## config.mk

```make
export PLATFORM = sky130hd
export DESIGN_NAME = tag_symbol_scheduler
export DESIGN_NICKNAME = d
export VERILOG_FILES = /design/src/rtl/tag_symbol_scheduler.sv
export SDC_FILE = /design/constraint.sdc
export NUM_CORES = 1
export LEC_CHECK = 0
export BUFFER_PORTS_ARGS = -buffer_cell sky130_fd_sc_hd__buf_4
export CORE_MARGIN = 2
export CORE_UTILIZATION = 40
export CTS_CLUSTER_SIZE = 8
export DETAILED_ROUTE_END_ITERATION = 10
export HOLD_SLACK_MARGIN = 0.12
export SYNTH_ARGS = -nofsm -noshare
export SYNTH_HDL_FRONTEND = slang
export SYNTH_SLANG_ARGS = --single-unit
```

## constraint.sdc

```tcl
create_clock -name input_clock -period 9.8 [get_ports input_clock]
set_input_delay 0.98 -clock input_clock [delete_from_list [all_inputs] [get_ports input_clock]]
set_output_delay 0.98 -clock input_clock [all_outputs]
set_load 0.1 [all_outputs]
```

## src/rtl/tag_symbol_scheduler.sv

```systemverilog
// ============================================================================
// Module   : tag_symbol_scheduler
// Purpose  : Queues 20-bit subcarrier symbols, performs a slotted-ALOHA
//            random backoff, then drives PREAMBLE + data (+ optional parity)
//            symbols into the backscatter modulator, followed by a guard gap.
//            Optional parity symbol: define TAG_SCHED_PARITY_EN.
// Revision : 1.0 - initial release
// ============================================================================
`default_nettype none

module tag_symbol_scheduler #(
    parameter int                WIDTH         = 20,
    parameter int                DEPTH         = 8,
    parameter int                SYMBOL_CYCLES = 64,
    parameter int                SLOT_CYCLES   = 256,
    parameter int                BACKOFF_BITS  = 4,
    parameter int                GUARD_CYCLES  = 16,
    parameter logic [WIDTH-1:0]  PREAMBLE      = 20'hAAAAA,
    parameter logic [15:0]       LFSR_SEED     = 16'hACE1
) (
    input  logic             input_clock,
    input  logic             reset,
    input  logic             wr_valid,
    input  logic [WIDTH-1:0] wr_data,
    output logic             wr_ready,
    input  logic             start,
    output logic             busy,
    output logic [WIDTH-1:0] tag_data_word,
    output logic             tx_active,
    output logic             symbol_strobe,
    output logic             done
);

    localparam int c_PTR_W  = $clog2(DEPTH);
    localparam int c_CNT_W  = $clog2(DEPTH + 1);
    localparam int c_SYM_W  = $clog2(SYMBOL_CYCLES);
    localparam int c_GRD_W  = (GUARD_CYCLES > 1) ? $clog2(GUARD_CYCLES) : 1;
    localparam int c_BO_MAX = (2 ** BACKOFF_BITS - 1) * SLOT_CYCLES;
    localparam int c_BO_W   = $clog2(c_BO_MAX + 1);

    localparam logic [c_SYM_W-1:0] c_SYM_LAST = c_SYM_W'(SYMBOL_CYCLES - 1);
    localparam logic [c_GRD_W-1:0] c_GRD_LAST = c_GRD_W'(GUARD_CYCLES - 1);
    localparam logic [c_CNT_W-1:0] c_FULL     = c_CNT_W'(DEPTH);

    localparam logic [2:0] c_ST_IDLE     = 3'd0;
    localparam logic [2:0] c_ST_BACKOFF  = 3'd1;
    localparam logic [2:0] c_ST_PREAMBLE = 3'd2;
    localparam logic [2:0] c_ST_DATA     = 3'd3;
    localparam logic [2:0] c_ST_GUARD    = 3'd4;
`ifdef TAG_SCHED_PARITY_EN
    localparam logic [2:0] c_ST_PARITY   = 3'd5;
`endif

    logic [2:0]         r_state;
    logic [2:0]         w_state_nxt;
    logic [WIDTH-1:0]   r_mem [DEPTH];
    logic [c_PTR_W-1:0] r_wptr;
    logic [c_PTR_W-1:0] r_rptr;
    logic [c_CNT_W-1:0] r_count;
    logic [c_CNT_W-1:0] r_burst_len;
    logic [c_CNT_W-1:0] r_sent;
    logic [c_SYM_W-1:0] r_sym_cnt;
    logic [c_GRD_W-1:0] r_grd_cnt;
    logic [c_BO_W-1:0]  r_bo_cnt;
    logic [15:0]        r_lfsr;
    logic [15:0]        w_lfsr_nxt;
    logic               w_push;
    logic               w_pop;
    logic               w_accept;
    logic               w_sym_last;
    logic               w_in_symbol;
    logic [WIDTH-1:0]   w_head;
    logic [WIDTH-1:0]   w_word;
    logic               w_tx;
    logic               w_strobe;
    logic               w_done;
    logic               w_busy;
`ifdef TAG_SCHED_PARITY_EN
    logic [WIDTH-1:0]   r_parity;
`endif

    assign wr_ready    = (r_count != c_FULL);
    assign w_push      = wr_valid && wr_ready;
    assign w_head      = r_mem[r_rptr];
    assign w_sym_last  = (r_sym_cnt == c_SYM_LAST);
    // Right-shift Galois form of x^16+x^14+x^13+x^11+1
    assign w_lfsr_nxt  = r_lfsr[0] ? ((r_lfsr >> 1) ^ 16'hB400) : (r_lfsr >> 1);

    always_ff @(posedge input_clock) begin
        if (reset) begin
            r_state <= c_ST_IDLE;
        end else begin
            r_state <= w_state_nxt;
        end
    end

    always_comb begin
        w_state_nxt = r_state;
        w_accept    = 1'b0;
        w_pop       = 1'b0;
        w_in_symbol = 1'b0;
        case (r_state)
            c_ST_IDLE: begin
                if (start && (r_count != '0)) begin
                    w_accept    = 1'b1;
                    w_state_nxt = c_ST_BACKOFF;
                end
            end
            c_ST_BACKOFF: begin
                if (r_bo_cnt == '0) w_state_nxt = c_ST_PREAMBLE;
            end
            c_ST_PREAMBLE: begin
                w_in_symbol = 1'b1;
                if (w_sym_last) w_state_nxt = c_ST_DATA;
            end
            c_ST_DATA: begin
                w_in_symbol = 1'b1;
                if (w_sym_last) begin
                    w_pop = 1'b1;
                    if (r_sent == r_burst_len - c_CNT_W'(1)) begin
`ifdef TAG_SCHED_PARITY_EN
                        w_state_nxt = c_ST_PARITY;
`else
                        w_state_nxt = c_ST_GUARD;
`endif
                    end
                end
            end
`ifdef TAG_SCHED_PARITY_EN
            c_ST_PARITY: begin
                w_in_symbol = 1'b1;
                if (w_sym_last) w_state_nxt = c_ST_GUARD;
            end
`endif
            c_ST_GUARD: begin
                if (r_grd_cnt == c_GRD_LAST) w_state_nxt = c_ST_IDLE;
            end
            default: w_state_nxt = c_ST_IDLE;
        endcase
    end

    always_comb begin
        w_word   = '0;
        w_tx     = 1'b0;
        w_strobe = 1'b0;
        w_done   = 1'b0;
        w_busy   = (r_state != c_ST_IDLE);
        case (r_state)
            c_ST_PREAMBLE: w_word = PREAMBLE;
            c_ST_DATA:     w_word = w_head;
`ifdef TAG_SCHED_PARITY_EN
            c_ST_PARITY:   w_word = r_parity;
`endif
            c_ST_GUARD:    w_done = (r_grd_cnt == c_GRD_LAST);
            default:       w_word = '0;
        endcase
        if (w_in_symbol) begin
            w_tx     = 1'b1;
            w_strobe = (r_sym_cnt == '0);
        end
    end

    // Storage array carries no reset; occupancy is tracked by r_count
    always_ff @(posedge input_clock) begin
        if (w_push) r_mem[r_wptr] <= wr_data;
    end

    always_ff @(posedge input_clock) begin
        if (reset) begin
            r_wptr        <= '0;
            r_rptr        <= '0;
            r_count       <= '0;
            r_burst_len   <= '0;
            r_sent        <= '0;
            r_sym_cnt     <= '0;
            r_grd_cnt     <= '0;
            r_bo_cnt      <= '0;
            r_lfsr        <= LFSR_SEED;
            tag_data_word <= '0;
            tx_active     <= 1'b0;
            symbol_strobe <= 1'b0;
            done          <= 1'b0;
            busy          <= 1'b0;
`ifdef TAG_SCHED_PARITY_EN
            r_parity      <= '0;
`endif
        end else begin
            r_lfsr        <= w_lfsr_nxt;
            tag_data_word <= w_word;
            tx_active     <= w_tx;
            symbol_strobe <= w_strobe;
            done          <= w_done;
            busy          <= w_busy;

            if (w_push) r_wptr <= r_wptr + c_PTR_W'(1);
            if (w_pop)  r_rptr <= r_rptr + c_PTR_W'(1);
            if (w_push && !w_pop)      r_count <= r_count + c_CNT_W'(1);
            else if (!w_push && w_pop) r_count <= r_count - c_CNT_W'(1);

            r_sym_cnt <= (w_in_symbol && !w_sym_last) ? r_sym_cnt + c_SYM_W'(1) : '0;
            r_grd_cnt <= (r_state == c_ST_GUARD && r_grd_cnt != c_GRD_LAST)
                         ? r_grd_cnt + c_GRD_W'(1) : '0;

            if (w_accept) begin
                r_burst_len <= r_count;
                r_sent      <= '0;
                r_bo_cnt    <= c_BO_W'(32'(r_lfsr[BACKOFF_BITS-1:0]) * SLOT_CYCLES);
`ifdef TAG_SCHED_PARITY_EN
                r_parity    <= '0;
`endif
            end else if (r_state == c_ST_BACKOFF && r_bo_cnt != '0) begin
                r_bo_cnt <= r_bo_cnt - c_BO_W'(1);
            end

            if (w_pop) begin
                r_sent   <= r_sent + c_CNT_W'(1);
`ifdef TAG_SCHED_PARITY_EN
                r_parity <= r_parity ^ w_head;
`endif
            end
        end
    end

endmodule

`default_nettype wire
```

# == Word-level counts from Yosys, hierarchy flattened ==
# Memories as Yosys holds them, arrays and structs flattened. A register that Yosys moved wholly into a read port is not among the register bits.
# Cells that the tools add are included.
# word_totals
register_bits,83
mem_bits_rw,160
output_inout_bits,25
wordCells,97
mem_count,1
# op_classes
add_sub_neg,9
n_eq_ne,15
mux,25
n_bitwise,5
n_reduce_logical,26
# memory_table
memory,words,word_bits,read_ports,rd_clocked_by_memory_dff,write_ports,line_no,source
r_mem,8,20,1,1,1,56,logic [WIDTH-1:0] r_mem [DEPTH];
# ops
op,count
case mux 20 bit (2 select lines),1
two-way mux 12 bit,2
two-way mux 3 bit,8
two-way mux 16 bit,1
two-way mux 4 bit,4
case mux 3 bit (5 select lines),1
adder 4 x 1 -> 4 bit (second input constant),3
logical NOT 12 bit,1
!= test 2 bit (second input constant),6
nonzero test 12 bit,1
OR reduction 2 bit,6
subtractor 12 x 1 -> 12 bit (second input constant),1
two-way mux 1 bit,8
!= test 4 bit (second input constant),2
subtractor 4 x 1 -> 4 bit (second input constant),2
logical AND 1 bit,7
adder 3 x 1 -> 3 bit (second input constant),2
adder 6 x 1 -> 6 bit (second input constant),1
equality test 3 x 2 -> 1 bit (second input constant),2
equality test 6 bit (second input constant),1
logical NOT 6 bit,1
AND reduction 6 bit,1
nonzero test 2 bit,3
equality test 4 bit,1
other kinds (9),14

# == Longest topological paths before layout ==
# Gate-level depths: netlist of the first run.
# logic_depth
word_depth,6
depth_mapped,13
mapped_depth_nobuf,12

# == Worst setup path after synthesis of the first run ==
# No wires, ideal clock.
# synth_path
kind,in2reg
startpoint,input r_count[0]
endpoint,"memory r_mem[0][0], enable pin"
arrival_ns,3.435
setup_slack_ns,5.917
stages,5
n_path_buf,0
path_cell_list,dfxtp_1 > nor3_1 > nand2_1 > nand2_1 > nor4_1
# synth_via
elab_chain_len,4
# synth_lines
element,line_no,source
start: declaration,59,logic [c_CNT_W-1:0] r_count;
!= test 4 bit,82,assign wr_ready = (r_count != c_FULL);
via wr_ready,25,"output logic wr_ready,"
logical AND 1 bit,83,assign w_push = wr_valid && wr_ready;
two-way mux 1 bit,165,if (w_push) r_mem[r_wptr] <= wr_data;
two-way mux 1 bit (not written as such),165,
end: declaration,56,
# The timed path passes the listed nets, and every way through them passes these cells.

# == Final worst setup path of the first run ==
# layout_path
startpoint,input r_state[0]
endpoint,register r_count[3]
# layout_via
elab_chain_len,5
# layout_lines
element,line_no,source
start: declaration,54,logic [2:0] r_state;
equality test 3 x 2 -> 1 bit *,102,case (r_state)
two-way mux 1 bit *,102,
logical NOT 1 bit,197,if (w_push && !w_pop) r_count <= r_count + c_CNT_W'(1);
logical AND 1 bit,197,
two-way mux 4 bit / nonzero test 2 bit (equally long branches),-,
end signal: assignment,197,
end signal: assignment,198,else if (!w_push && w_pop) r_count <= r_count - c_CNT_W'(1);
# Mark *: on every way between the ends. The rest lies on a longest branch, timed or not.
# A chain may end at the register's enable or synchronous reset.

==> results of run 1 <==
[stage by stage]
stage | area, um2 | worst slack (ps)
after detailed placement | 10000 | 6730
final | 11100 | 6720
after floorplan | 9250 | 5920
after global placement | 10000 | 6830
after global routing | 11100 | 6450
after CTS | 11100 | 6700
[worst max path at each step]
stage | startpoint | end | slack (ps) | cells past startpoint
finish | r_state[0] | r_count[3] | 6720 | 12
global route | r_state[0] | r_count[3] | 6450 | 12
CTS | r_state[0] | r_count[3] | 6700 | 12
detailed placement | wr_valid | r_count[3] | 6730 | 11
global placement | wr_valid | r_count[3] | 6830 | 11
floorplan | r_count[0] | r_mem[0][0] | 5920 | 4
[per-layer routing]
metal | wire length (um) | track usage [%] | vias up
met5 | 0 | 0 | -
met4 | 424 | 4.76 | 0
met3 | 908 | 3.64 | 35
met2 | 8770 | 25.4 | 135
met1 | 7710 | 19.5 | 2534
li1 | - | - | 2337
[kinds of logic (layout without fill, tap and decap cells)]
logic type                 after synthesis  count (layout)
buffers and inverters                   36             134
DFF                                    246             246
AOI/OAI and AO/OA                       44              44
muxes                                   64              64
adders and majority gates               13              13
and+or+nand+nor                        151             151
xor gates and xnor gates                30              30
[registers in the layout (all words and copies together) (netlist names), named ones only]
register	cells
r_bo_cnt	12
r_rptr	3
tx_active	1
done	1
r_sym_cnt	6
r_lfsr	16
r_burst_len	4
busy	1
r_mem	160
r_sent	4
tag_data_word	20
symbol_strobe	1
r_grd_cnt	4
r_state	3
r_wptr	3
r_count	4
[placed cells by master (no fill, tap or decap), types with 2 or more instances in the layout]
master	instances
a211oi_1	3
a21oi_1	22
a31oi_1	4
and3_1	3
buf_4	60
clkbuf_1	21
clkbuf_16	36
dfxtp_1	85
edfxtp_1	160
ha_1	12
inv_1	13
mux2i_1	24
mux4_2	40
nand2_1	29
nand2b_1	7
nand3_1	6
nand3b_1	4
nor2_1	56
nor2_2	3
nor2b_1	7
nor3_1	7
nor3_2	5
nor4_1	6
nor4_2	2
o21ai_0	4
o311ai_0	2
or2_2	7
or3_1	3
xnor2_1	19
xor2_1	11
[power groups by stage]
| stage | Sequential [W] | Clock (W) | Combinational, W |
|---|---|---|---|
| global placement | 0.00127 | 0 | 0.000493 |
| floorplan | 0.00135 | 0 | 0.000292 |
| global route | 0.00127 | 0.00121 | 0.000551 |
| CTS | 0.00126 | 0.00116 | 0.000508 |
| finish | 0.00126 | 0.00113 | 0.000504 |
| detailed placement | 0.00127 | 0 | 0.000506 |
[layout make-up]
class,instances,area [um2]
Fill cell,1901,11600
Clock inverter,3,66.3
Sequential cell,246,6530
Tap cell,285,357
Multi-Input combinational cell,302,2610
Clock buffer,58,993
Inverter,13,48.8
Timing Repair Buffer,60,450
[critical path, stage by stage (launching register included)]
cell and delay (ps):
dfxtp_1 800, nand3b_1 270, nor3_1 200, buf_4 220
inv_1 60, ha_1 200, inv_1 120, ha_1 250
a21o_1 180, a21oi_1 170, xnor2_1 90, or3_1 310
a21oi_1 150
==> results.yml, run 1 <==
sta:
  setup_violations: 0
  holdWs_ps: 414
  maxSlewViolCount: 0
  fin_skew_ps: 31.8
  period_needed_ps: 3080
  tightest_slew_ps: 865
  grt_setup_unrepaired: "no"
  period_share_pct: 31.4
  hold_viol_final: 0
  final.setup.tns_ps: 0
  maxSlewHeadroom_pct: 41.9
  max_freq_mhz: 325
job:
  cap_violations: 0
synth:
  synthDistinctLibCells: 45
  synthArstFlopShare_pct: 0
  synth_cells: 584
  avgSynthCellArea_um2: 15.8
  synth-xor-area-share_pct: 2.84
  synth-warning-count: 0
  yosysSeqAreaShare_pct: 70.6
  synth_top_family_by_area: "multiplexers"
  ys_ff_latch: 246
  synth_ff_type: "edfxtp_1"
  synth_area_mm2: 0.00925
  synth_mux_area_share_pct: 12.3
  synth_top_area_share_pct: 51.9
  synth.most_common_cell: "edfxtp_1"
  synth_edf_count: 160
  synthSimpleGateAreaFrac_pct: 7.95
  synth_compound_area_share_pct: 2.91
  synth_common_cells: "160 x edfxtp_1, 86 x dfxtp_1, 59 x nor2_1, 40 x mux4_2, 29 x nand2_1"
  syn_nets: 621
  synth_area_leaders: "edfxtp_1 52%, dfxtp_1 19%, mux4_2 9.7%"
  synth_fa_ha_area_share_pct: 1.84
  yosys.area.top_type: "edfxtp_1"
power:
  netSwitchingPower_w: 0.000835
  p_leak_nw: 3.77
  switching_share_pct: 28.9
  pwr-share-comb_pct: 17.4
  seqPwrFrac_pct: 43.4
  clkPwrFrac_pct: 39.2
  cell_internal_pwr_w: 0.00206
  ir_worst_vdd_mv: 0.182
  powerDensity_mw_per_mm2: 262
  p_total_w: 0.00289
run_status:
  status: "complete, no violations"
critical_path:
  cp.arrival_ps: 3530
  required_ps: 10260
  path_class: "flip-flop to flip-flop"
  critPathLaunchType: "flip-flop"
  crit_fanout: 20
  ff2ff_path_depth: 12
  r2r-end: "r_count[3]"
  r2r_slack_ps: 6720
  endpoint_kind: "flip-flop"
  reg2reg_from: "r_state[0]"
cts:
  cts-root-buf: "clkbuf_16"
  max-clock-path-buffers: 3
  cts_buffers: 36
  ctsHoldBuffers: 0
  clock_latency_ps: 520
  cts_tree: "yes"
  cts_max_level: 2
  cts.sinks: 246
  path_clk_slew_ps: 50
  post_cts_buffers: 0
  cts-resized-gates: 0
global_route:
  grt_pass1_wl_um: 28200
  grt_pass1_vias: 5192
  grt_overflow: 0
  grtUsageTotal_pct: 15.1
  grt_max_degree: 45
  antenna_found_initial: 0
drt:
  routed_wl_um: 17800
  drc_errors: 0
  drt-vias-per-instance: 5.21
  first_pass_iters: 5
  vias: 5041
  wire_per_inst_um: 18.4
  ant_nets: 0
  drt-initial-drc-count: 278
cells_and_area:
  antenna_cells: 0
  layoutNonFillerInstCount: 967
  area.growth.synth_to_final_pct: 19.5
  layout-drive-gt1-share_pct: 23.6
  fin_util_pct: 48.8
  nets: 696
die:
  die-area_mm2: 0.0244
  ios: 49
  start_util_pct: 40.9
  fp.dieH_um: 156
  num_rows: 55
  fp.dieW_um: 156
  core_area_mm2: 0.0226
min_path:
  holdPathEnd: "r_lfsr[7]"
  worstHoldPathCells: 1
  hp-class: "flip-flop to flip-flop"
  worstHoldStart: "r_lfsr[8]"
placement:
  gp_congestion: 0.723
  dp_hpwl_um: 10200
  dpl.cell_count: 906
  numPortBuffers: 48
Note: power is estimated with default switching activity, not from simulation.
==> run 2, diff against run 1 <==
- ABC_AREA: not set -> 1
- clock period: 9.8 -> 2.45 ns (I/O delays scaled with it)
==> run 2 against run 1 <==
- synthesized cell count rose by 55%
- first-iteration DRC count grew 78%
- clock skew is 12 ps lower
- cell count grew 39%
- count of clock-buffer cells in the layout rose by 2
- global-route usage increased by 0.95 points
- flip-flop and latch count did not move
- core utilization hardly changed
- critical path depth up 3
- sequential power grew to 3.9 times the previous value
- largest power group unchanged
==> results.yml, run 2 <==
power:
  ir_worst_vdd_mv: 0.396
  p_leak_nw: 4.43
  powerDensity_mw_per_mm2: 1000
die:
  die-area_mm2: 0.0256
  ios: 49
  core_area_mm2: 0.0241
  fp.dieH_um: 160
  num_rows: 57
  fp.dieW_um: 160
  start_util_pct: 40.3
cells_and_area:
  mostFrequentLayoutCells: "176 x nor2_1, 160 x edfxtp_1, 106 x o21ai_0, 91 x nand2_1, 83 x dfxtp_1"
  largest_reg_flops: 160
  antenna_cells: 0
  finish.instance_area_mm2: 0.0118
  layout_commonest_cell: "nor2_1"
  layout-drive-gt1-share_pct: 15.0
  reg_top3: "r_mem: 160 flops, tag_data_word: 20 flops, r_lfsr: 16 flops"
  nets: 1029
  fin_util_pct: 48.8
  regMostFlops: "r_mem"
  area.growth.synth_to_final_pct: 21.0
global_route:
  grt_pass1_wl_um: 32600
  grt_max_degree: 81
  antenna_found_initial: 0
  grtUsageMet2_pct: 26.9
  grtUsageTotal_pct: 16.1
  grt_pass1_vias: 6278
  busiest_layer: "met2"
  grtUsageMet3_pct: 3.22
  grtUsageMet1_pct: 21.0
  grt_overflow: 0
synth:
  synth_top_area_share_pct: 49.4
  ys_ff_latch: 246
  synth_cells: 905
  synth_common_cells: "184 x nor2_1, 160 x edfxtp_1, 106 x o21ai_0, 91 x nand2_1, 86 x dfxtp_1"
  synth_area_leaders: "edfxtp_1 49%, dfxtp_1 18%, nor2_1 7.1%"
  yosysSeqAreaShare_pct: 67.1
  synthArstFlopShare_pct: 0
  syn_nets: 942
  avgSynthCellArea_um2: 10.7
  synth_ff_type: "edfxtp_1"
  yosys.area.top_type: "edfxtp_1"
  synth_area_mm2: 0.00972
  synth-warning-count: 0
  synth_edf_count: 160
  synth.most_common_cell: "nor2_1"
  synthDistinctLibCells: 37
sta:
  setup_violations: 0
  max_freq_mhz: 454
  period_share_pct: 89.9
  maxSlewHeadroom_pct: 55.8
  period_needed_ps: 2200
  holdWs_ps: 179
  hold_viol_final: 0
  setup_slack_ps: 248
  tightest_slew_ps: 663
  grt_setup_unrepaired: "no"
  final.setup.tns_ps: 0
  fin_skew_ps: 19.7
  maxSlewViolCount: 0
cts:
  clock_latency_ps: 500
  max-clock-path-buffers: 3
  cts_tree: "yes"
  cts.sinks: 246
  cts_max_level: 2
  post_cts_buffers: 0
  cts-root-buf: "clkbuf_16"
  path_clk_slew_ps: 50
  cts_buffers: 36
placement:
  dp_slack_ps: 91.5
  dp_hpwl_um: 11400
  gp_congestion: 0.793
  place_area_mm2: 0.0105
  numPortBuffers: 48
critical_path:
  crit_buf_inv: 3
  path_cells: "ha_2 > nand2_1 > inv_2 > nand3b_4 > nor2_8 > inv_2 > ha_1 > inv_2 > ha_4 > a21oi_1 > nand2_1 > a21oi_1 > o21ai_0 > nor2_1 > nor2_1"
  crit_top_cell: "inv_2"
  critPathLaunchType: "flip-flop"
  cp.arrival_ps: 2590
  path_class: "flip-flop to flip-flop"
  critPathTopFamily: "adder cells"
  required_ps: 2840
  max_stage_delay_ps: 350
  crit_fanout: 7
  r2r_slack_ps: 250
  crit_slowest_cell: "dfxtp_1"
  endpoint_kind: "flip-flop"
drt:
  drt-vias-per-instance: 4.81
  wire_per_inst_um: 15.1
  drt-initial-drc-count: 495
  routed_wl_um: 20300
  first_pass_iters: 5
  vias: 6448
  drc_errors: 0
  ant_nets: 0
job:
  cap_violations: 0
min_path:
  hp-class: "input pin to flip-flop"
run_status:
  status: "complete, no violations"
==> run 2: cell count changes in the layout (fill, tap and decap cells not counted), sizes merged, moves of 9 or more <==
cell         delta
a21oi          +17
dlygate4sd3    +21
inv            +51
mux2i          -24
mux4           -40
nand2          +64
nand3          +38
nor2          +133
o211ai         +19
o21ai         +104
o22ai           +9
xnor2          -16
==> run 2: layer usage <==
| layer | part of all wire (%) | wire length [um] | up-vias |
|---|---|---|---|
| li1 | - | - | 3284 |
| met5 | 0 | 0 | - |
| met1 | 46 | 9280 | 2979 |
| met4 | 2.1 | 418 | 0 |
| met2 | 47 | 9540 | 146 |
| met3 | 5.0 | 1020 | 39 |
==> run 2: cell families after synthesis <==
group / after synthesis / synth area share, %
AO/OA/AOI/OAI: 189 / 10.8
flip-flops: 246 / 67.1
buffers and inverters: 104 / 4.27
adder cells (fa/ha/maj): 13 / 1.75
XOR/XNOR: 11 / 0.991
AND/OR/NAND/NOR: 342 / 15.1
==> run 2: what timing repair did <==
action	4_1_cts	5_1_grt
hold buffers	21	0
resized for setup	0	5
hold endpoints to repair	161	0
endpoints found under the setup margin	0	1
==> run 2: area by class of cell <==
type / instances / area, um2
clock inverters: 2 / 25.0
well taps: 324 / 405
fillers: 2247 / 12300
flip-flops and latches: 246 / 6530
multi-input cells: 555 / 2830
clock buffers: 60 / 991
repair buffers: 89 / 746
inverters: 64 / 240
==> run 2: stage by stage <==
step | power [W] | std cells
floorplan | 0.00690 | 905
global placement | 0.00741 | 1257
detailed placement | 0.00744 | 1257
CTS | 0.0119 | 1340
global route | 0.0125 | 1340
finish | 0.0118 | 1340
==> run 2: final timing paths <==
path	startpoint	depth (start not counted)	end
setup / recovery	r_sym_cnt[1]	15	r_count[3]
hold / removal	reset	2	r_lfsr[1]
setup reg to reg	r_sym_cnt[1]	15	r_count[3]
hold reg to reg	r_lfsr[15]	2	r_lfsr[14]
==> run 2: report_power, final <==
part | total (W) | leakage [nW] | internal, W | switching [W]
Sequential | 0.00490 | 2.16 | 0.00473 | 0.000166
Clock | 0.00441 | 0.483 | 0.00274 | 0.00167
Combinational | 0.00250 | 1.79 | 0.000756 | 0.00174
Total | 0.0118 | 4.43 | 0.00822 | 0.00358
==> run 3, diff against run 2 <==
- clock period: 2.45 -> 2.1 ns (I/O delays scaled with it)
==> run 3 against run 2 <==
- via count rose by 2.9%
- hold slack got worse by 43 ps
- total power rose by 18%
- design area rose by 2.4%
- critical endpoint unchanged
- sequential power rose by 17%
- largest cell class unchanged
- largest power group unchanged
- critical path type unchanged
==> results.yml, run 3 (synthesis gave the netlist of run 2 again) <==
power:
  p_leak_nw: 4.53
  ir_worst_vdd_mv: 0.646
  switching_share_pct: 30.4
  clkPwrFrac_pct: 37.0
  cell_internal_pwr_w: 0.00965
  pwr-share-comb_pct: 21.8
  seqPwrFrac_pct: 41.2
  powerDensity_mw_per_mm2: 1150
  p_total_w: 0.0139
  netSwitchingPower_w: 0.00422
cells_and_area:
  reg_top3: "r_mem: 160 flops, tag_data_word: 20 flops, r_lfsr: 16 flops"
  antenna_cells: 0
  multi_input_area_mm2: 0.00290
  nets: 1040
  seqCellArea_mm2: 0.00654
  regMostFlops: "r_mem"
  layout_commonest_cell: "nor2_1"
  layout-drive-gt1-share_pct: 17.0
  mostFrequentLayoutCells: "175 x nor2_1, 160 x edfxtp_1, 105 x o21ai_0, 88 x nand2_1, 80 x dfxtp_1"
  finish.instance_area_mm2: 0.0121
  area.growth.synth_to_final_pct: 24.0
  n_fill_cell: 2184
  largest_reg_flops: 160
drt:
  drc_errors: 0
  vias: 6633
  drt-initial-drc-count: 416
  wire_per_inst_um: 15.4
  first_pass_iters: 5
  ant_nets: 0
  drt-vias-per-instance: 4.91
  routed_wl_um: 20700
cts:
  cts-root-buf: "clkbuf_16"
  cts_tree: "yes"
  cts_max_level: 2
  cts_buffers: 36
  clock_latency_ps: 500
  path_clk_slew_ps: 50
  cts.sinks: 246
  max-clock-path-buffers: 3
critical_path:
  max_stage_delay_ps: 360
  required_ps: 2530
  cp.arrival_ps: 2490
  crit_top_cell: "ha_4"
  critPathTopFamily: "simple AND/OR/NAND/NOR gates"
  startpoint: "r_sym_cnt[1]"
  crit_fanout: 4
  path_cells: "ha_4 > nand2_2 > inv_2 > nand3b_4 > nor2_8 > inv_4 > ha_4 > clkinv_4 > ha_4 > a21oi_2 > nand2_2 > a21oi_2 > o21ai_2 > nand2_1 > nand2_1 > nor2_1"
  critPathLaunchType: "flip-flop"
  crit_buf_inv: 3
  crit_slowest_cell: "dfxtp_4"
  reg2reg_from: "r_sym_cnt[1]"
  endpoint_kind: "flip-flop"
  path_class: "flip-flop to flip-flop"
die:
  num_rows: 57
  start_util_pct: 40.3
  ios: 49
  core_area_mm2: 0.0241
  fp.dieW_um: 160
  fp.dieH_um: 160
  die-area_mm2: 0.0256
global_route:
  antenna_found_initial: 0
  grt_overflow: 0
  grt_pass1_wl_um: 32900
  grtUsageMet1_pct: 22.3
  grtUsageMet2_pct: 26.4
  grt_max_degree: 81
  grtUsageMet3_pct: 3.12
  grt_pass1_vias: 6257
  busiest_layer: "met2"
  grtUsageTotal_pct: 16.3
sta:
  setup_violations: 0
  fin_skew_ps: 19.3
  max_freq_mhz: 485
  grt_setup_unrepaired: "yes"
  hold_viol_final: 0
  maxSlewViolCount: 0
  period_share_pct: 98.1
  period_needed_ps: 2060
  maxSlewHeadroom_pct: 49.3
  tightest_slew_ps: 760
placement:
  place_area_mm2: 0.0108
  dp_hpwl_um: 11700
  gp_congestion: 0.786
  numPortBuffers: 48
min_path:
  worstHoldStart: "start"
  hp-class: "input pin to flip-flop"
run_status:
  status: "complete, no violations"
job:
  cap_violations: 0
==> run 3: stage by stage <==
step                      setup WS [ps]  setup TNS, ps  cells  utilization [%]  hold slack [ps]
after floorplan                    -146         -11700    905                -              309
after global placement             62.2              0   1264             44.6              389
after detailed placement           23.2              0   1264             44.6              393
after CTS                          16.3              0   1347             49.7              120
after global routing               -110           -110   1351             50.0              147
final                              40.0              0   1351             50.0              136
==> run 3: worst reg2reg max path, delay by kind of cell (launching register included) <==
family,cells,cell delay (ps)
AOI/OAI and AO/OA,3,390
buffers and inverters,3,180
and+or+nand+nor,7,600
adders and majority gates,3,500
DFF,1,360
==> run 3: layout make-up <==
type,count,area share [%]
flip-flops and latches,246,54.3
multi-input cells,555,24.1
clock buffers,60,8.22
repair buffers,100,7.81
well taps,324,3.36
inverters,64,2.06
clock inverters,2,0.208
==> run 3: what timing repair did <==
action,in CTS,in global routing
buffers inserted,0,4
setup endpoints to repair,0,1
hold buffers,21,0
gates resized for setup,0,14
endpoints found under the hold margin,163,0
==> run 3: worst paths after layout <==
path / end / slack [ps] / cells past startpoint
min: r_bo_cnt[8] / 140 / 3
max: r_count[3] / 40 / 16
min reg2reg: r_lfsr[14] / 400 / 2
max reg2reg: r_count[3] / 40 / 16
==> run 3: per-layer routing <==
layer  vias up  share of wire, %
met5         -                 0
met4         0               1.8
met3        29               5.2
met2       166                47
met1      3131                46
li1       3307                 -
==> run 3: power groups by stage <==
stage               clock (W)  combinational [W]  sequential [W]
finish                0.00514            0.00303         0.00571
global route          0.00550            0.00339         0.00574
CTS                   0.00525            0.00302         0.00571
detailed placement          0            0.00298         0.00580
global placement            0            0.00294         0.00579
floorplan                   0            0.00188         0.00621
